===== src/rtl/led_seq_pkg.sv =====
// Shared mode encodings and the Gray-code helper for the LED sequencer.
// Latency: n/a (declarations only). Backpressure: n/a.
package led_seq_pkg;

    localparam logic [1:0] MODE_UP      = 2'b00;
    localparam logic [1:0] MODE_DOWN    = 2'b01;
    localparam logic [1:0] MODE_GRAY    = 2'b10;
    localparam logic [1:0] MODE_JOHNSON = 2'b11;

    // Widest pattern the helper supports; callers truncate to their own width.
    localparam int GRAY_MAX_W = 32;

    function automatic logic [GRAY_MAX_W-1:0] bin2gray(input logic [GRAY_MAX_W-1:0] b);
        return b ^ (b >> 1);
    endfunction

endpackage


===== src/rtl/clk_en_div.sv =====
// Runtime-loadable clock-enable divider: one-cycle tick every div_q+1 clocks.
// Latency: tick registered, high the cycle after cnt reaches div_q. Backpressure: none.
module clk_en_div #(
    parameter int          DIV_W       = 32,
    parameter int unsigned DIV_DEFAULT = 250000000
) (
    input  logic             clk,
    input  logic             rst,
    input  logic             div_load,
    input  logic [DIV_W-1:0] div_value,
    output logic             tick
);

    localparam logic [DIV_W-1:0] DIV_RST = DIV_W'(DIV_DEFAULT);
    localparam logic [DIV_W-1:0] ONE     = DIV_W'(1);

    logic [DIV_W-1:0] cnt_q, cnt_d;
    logic [DIV_W-1:0] div_q, div_d;
    logic             tick_q, tick_d;

    // A load restarts the count so the new period is exact from the load edge.
    always_comb begin
        cnt_d  = cnt_q;
        div_d  = div_q;
        tick_d = 1'b0;
        if (div_load) begin
            div_d = div_value;
            cnt_d = '0;
        end else if (cnt_q == div_q) begin
            cnt_d  = '0;
            tick_d = 1'b1;
        end else begin
            cnt_d = cnt_q + ONE;
        end
    end

    always_ff @(posedge clk) begin
        if (rst) begin
            cnt_q  <= '0;
            div_q  <= DIV_RST;
            tick_q <= 1'b0;
        end else begin
            cnt_q  <= cnt_d;
            div_q  <= div_d;
            tick_q <= tick_d;
        end
    end

    assign tick = tick_q;

endmodule


===== src/rtl/led_seq_gen.sv =====
// LED pattern sequencer: binary up/down, Gray and Johnson patterns stepped by a divided tick.
// Latency: state/wrap update at the edge where tick(&en) or step is seen. Backpressure: none.
module led_seq_gen
    import led_seq_pkg::*;
#(
    parameter int          W           = 3,
    parameter int          DIV_W       = 32,
    parameter int unsigned DIV_DEFAULT = 250000000
) (
    input  logic             clk,
    input  logic             rst,
    input  logic             en,
    input  logic [1:0]       mode,
    input  logic             step,
    input  logic             div_load,
    input  logic [DIV_W-1:0] div_value,
    output logic [W-1:0]     state,
    output logic [W-1:0]     led,
    output logic             tick,
    output logic             wrap
);

    localparam logic [W-1:0] ONE = W'(1);

    logic [W-1:0] seq_q, seq_d;
    logic [W-1:0] state_q, state_d;
    logic [1:0]   mode_q, mode_d;
    logic         wrap_q, wrap_d;
    logic         adv;

    clk_en_div #(
        .DIV_W       (DIV_W),
        .DIV_DEFAULT (DIV_DEFAULT)
    ) u_div (
        .clk       (clk),
        .rst       (rst),
        .div_load  (div_load),
        .div_value (div_value),
        .tick      (tick)
    );

    // A mode change restarts the pattern at zero and swallows any advance that cycle.
    always_comb begin
        adv    = (en & tick) | step;
        mode_d = mode_q;
        seq_d  = seq_q;
        wrap_d = 1'b0;
        if (mode != mode_q) begin
            mode_d = mode;
            seq_d  = '0;
        end else if (adv) begin
            case (mode_q)
                MODE_UP, MODE_GRAY: begin
                    seq_d  = seq_q + ONE;
                    wrap_d = &seq_q;
                end
                MODE_DOWN: begin
                    seq_d  = seq_q - ONE;
                    wrap_d = ~|seq_q;
                end
                default: begin
                    seq_d  = {seq_q[W-2:0], ~seq_q[W-1]};
                    wrap_d = (seq_d == '0);
                end
            endcase
        end
        // Output register takes the next pattern so state never lags seq.
        state_d = (mode_d == MODE_GRAY) ? W'(bin2gray(32'(seq_d))) : seq_d;
    end

    always_ff @(posedge clk) begin
        if (rst) begin
            seq_q   <= '0;
            state_q <= '0;
            mode_q  <= MODE_UP;
            wrap_q  <= 1'b0;
        end else begin
            seq_q   <= seq_d;
            state_q <= state_d;
            mode_q  <= mode_d;
            wrap_q  <= wrap_d;
        end
    end

    assign state = state_q;
    assign led   = state_q;
    assign wrap  = wrap_q;

endmodule


===== config.mk =====
export PLATFORM = sky130hd
export DESIGN_NAME = led_seq_gen
export DESIGN_NICKNAME = d
export VERILOG_FILES = /design/src/rtl/led_seq_pkg.sv /design/src/rtl/clk_en_div.sv /design/src/rtl/led_seq_gen.sv
export SDC_FILE = /design/constraint.sdc
export NUM_CORES = 1
export LEC_CHECK = 0
export BUFFER_PORTS_ARGS = -buffer_cell sky130_fd_sc_hd__buf_2
export CELL_PAD_IN_SITES_DETAIL_PLACEMENT = 1
export CELL_PAD_IN_SITES_GLOBAL_PLACEMENT = 2
export CORE_ASPECT_RATIO = 0.75
export CORE_MARGIN = 2
export CORE_UTILIZATION = 38
export CTS_CLUSTER_DIAMETER = 200
export DETAILED_ROUTE_END_ITERATION = 12
export PLACE_DENSITY_LB_ADDON = 0.1
export SKIP_CTS_REPAIR_TIMING = 1
export SLEW_MARGIN = 20
export SYNTH_ARGS = -nofsm -noshare
export SYNTH_HDL_FRONTEND = slang
export SYNTH_SLANG_ARGS = --single-unit

===== constraint.sdc =====
create_clock -name clk -period 5.95 [get_ports clk]
set_input_delay 1.19 -clock clk [delete_from_list [all_inputs] [get_ports clk]]
set_output_delay 1.19 -clock clk [all_outputs]
set_load 0.005 [all_outputs]

==> out/results.txt <==
Met3 usage - 0.0508
CTS tree - built
Total Power - 1.19 mW
Status - complete, no violations
Layout Cells excl Fill - 525
Drt total wl - 8.12 mm
WL/cell - 15.5 um
Final Hold Fails - 0
Leakage - 1.47 nW
Layout fillers - 1020
Io pins - 47
Max-slew violation count - 0
Crit. path cell count - 5
Port bufs - 46
Core area - 0.00897 mm2
Post-Synth XOR/XNOR Area - 0.169
Synth unique cells - 45
Syn Inst Count - 373
GRT met1 Usage - 0.250
Synthesized area per cell - 9.33 um2
Vias per cell - 4.91
Total track usage - 0.178
Clock root buffer - clkbuf_16
1st-iter DRT viols - 81
GR Util met2 - 0.257
First-pass GRT wire length - 13.6 mm
Number of synthesized register bits - 73
# diodes - 0
Worst Path Class, Setup - primary input to register
Worst min path class - register to register
Area added between synthesis and finish - 16.8%
Worst reg2reg path startpoint - u_div.cnt_q[14]$_SDFF_PP0_
Post-synth EDFFs - 0
Die width - 115 um
Fin crit share - 0.404
H-tree depth - 3
Die height - 86.9 um
CP required - 6150 ps
Peak Freq - 416 MHz
Initial core utilization - 0.388
Register area - 0.00146 mm2
CTS Buffer Depth - 2
Remaining DRCs - 0
CP Launch Type - primary input
GP Congestion - 0.795
Combinational family with the most area after synthesis - simple AND/OR/NAND/NOR gates
CP endpoint kind - register
Slew @ Worst Pin - 769 ps
Maximum vdd drop - 133 uV
Vias - 2577
Relative slew margins - 0.487
Syn. warnings - 0
RR Endpoint - u_div.cnt_q[15]$_SDFF_PP0_
Ys flop type - dfxtp_1
Max-cap violations - 0
Post-Synth Simple-Gate Area - 0.234
Post-synthesis sequential area ratio - 0.420
Worst reg2reg setup slack - 3630 ps
Multi-input logic area - 0.00186 mm2
Fin util - 0.453
TritonRoute pass-1 iters - 5
Synth Cell Area - 0.00348 mm2
Synth Net Count - 414
Dpl hpwl - 5.62 mm
Remaining Overflow, GRT - 0
Clock sink count - 73
Antenna violation net count after detailed routing - 0
Minimum clock period - 2410 ps
Largest net degree at the start of global routing - 48
Worst path buffer plus inverter count - 1
Worst Setup SP - en
Worst-path cell chain - buf_2, a21oi_1, nor2_1, mux2_2, a2111oi_0
Design area - 0.00406 mm2
Number of CTS-inserted buffers - 9
CP max-delay cell - a21oi_1
Share of cells above drive strength 1 - 0.196
CP endpoint - seq_q[2]$_SDFF_PP0_
Synth Area in Adders - 0.00935
R2R cell count - 5
Critical Path AT - 2600 ps
Final Skew - 6.94 ps
Nets - 449
Most crowded layer after global routing - met2
Row count - 30
Crit path max-delay family - compound AO/OA/AOI/OAI gates
Final Setup Violations - 0
Clock-pin slew on the worst setup and hold paths - 60 ps
Setup tns final - 0 ps
RSZ-0062 raised after global routing - false
Number of global-route vias before repair - 2612
PwrDens - 293 mW/mm2
Synth Area in Compound Gates - 0.0636
Placed cells - 509
Worst-Skew Late Latency - 340 ps
Antenna violations before repair - 0
Ys async rst share - 0
Proportion of synthesized area in mux cells - 0.0579
Slowest Stage Delay on Critical Path - 490 ps
Dpl cell area - 0.00374 mm2
Area of the die - 0.00995 mm2
Maximum net fanout on the critical path - 7
-- area by class of cell --
type / instances / share of cell area
Inverter: 12 / 0.0111
Clock buffer: 11 / 0.0597
Timing Repair Buffer: 47 / 0.0585
Clock inverter: 5 / 0.0194
Multi-Input combinational cell: 265 / 0.457
Tap cell: 112 / 0.0345
Sequential cell: 73 / 0.360
-- Yosys cell counts, drive strengths merged (2+ instances only) --
cell type / instances / area (um2)
clkbuf: 11 / 41.3
nor2: 67 / 256
dfxtp: 73 / 1460
a21boi: 2 / 15.0
nand2: 12 / 45.0
a211o: 14 / 123
mux2i: 19 / 190
nor3: 14 / 95.1
xnor2: 61 / 534
o21ai: 2 / 10.0
nor2b: 16 / 100
nor4: 7 / 80.1
or4: 3 / 30.0
a21oi: 2 / 10.0
buf: 12 / 76.3
nand3: 12 / 75.1
nand4: 11 / 83.8
inv: 12 / 45.0
xor2: 6 / 52.6
a21o: 2 / 15.0
-- how the worst min path moves through the flow --
stage                              start                   endpoint  slack, ps  depth (start not counted)
6_report       u_div.cnt_q[0]$_SDFF_PP0_  u_div.cnt_q[0]$_SDFF_PP0_        500                          1
5_1_grt        u_div.cnt_q[0]$_SDFF_PP0_  u_div.cnt_q[0]$_SDFF_PP0_        540                          1
4_1_cts        u_div.cnt_q[0]$_SDFF_PP0_  u_div.cnt_q[0]$_SDFF_PP0_        500                          1
3_5_place_dp   u_div.cnt_q[0]$_SDFF_PP0_  u_div.cnt_q[0]$_SDFF_PP0_        480                          1
3_3_place_gp   u_div.cnt_q[0]$_SDFF_PP0_  u_div.cnt_q[0]$_SDFF_PP0_        470                          1
2_1_floorplan  u_div.cnt_q[0]$_SDFF_PP0_  u_div.cnt_q[0]$_SDFF_PP0_        450                          1
-- metal layers --
layer  wire length (um)  vias to the layer above
met1               4250                     1202
met3                337                       11
li1                   -                     1316
met2               3420                       48
met5                  0                        -
met4                120                        0
-- flip-flops by register name, indices dropped and copies added (netlist names) --
name / flops
u_div.div_q: 32
seq_q: 3
u_div.tick: 1
led: 2
wrap: 1
mode_q: 2
u_div.cnt_q: 32
-- per-stage QoR --
step	hold WS, ps	setup WS, ps
CTS	503	3170
floorplan	452	3590
finish	498	3540
global route	543	3400
global placement	470	2880
detailed placement	481	2840
-- where the power goes --
part / leakage, nW / switching [mW] / internal [mW]
combinational: 0.714 / 0.0413 / 0.0416
sequential: 0.597 / 0.0143 / 0.506
clock: 0.159 / 0.210 / 0.378
-- cells by family after synthesis --
| group | after synthesis |
|---|---|
| simple gates | 148 |
| flops | 73 |
| xor+xnor | 67 |
| buf+inv | 35 |
| fa+ha+maj | 2 |
| compound gates | 28 |
| mux | 20 |
-- layout by cell type, fill, tap and decap left out, types with 10 or more instances in the layout --
cell type  instances
a211o_1           13
buf_2             46
dfxtp_1           73
inv_1             12
mux2i_1           19
nand2_1           12
nand4_1           10
nor2_1            65
nor2b_1           16
xnor2_1           61
Power figures use the tool's default switching activity.
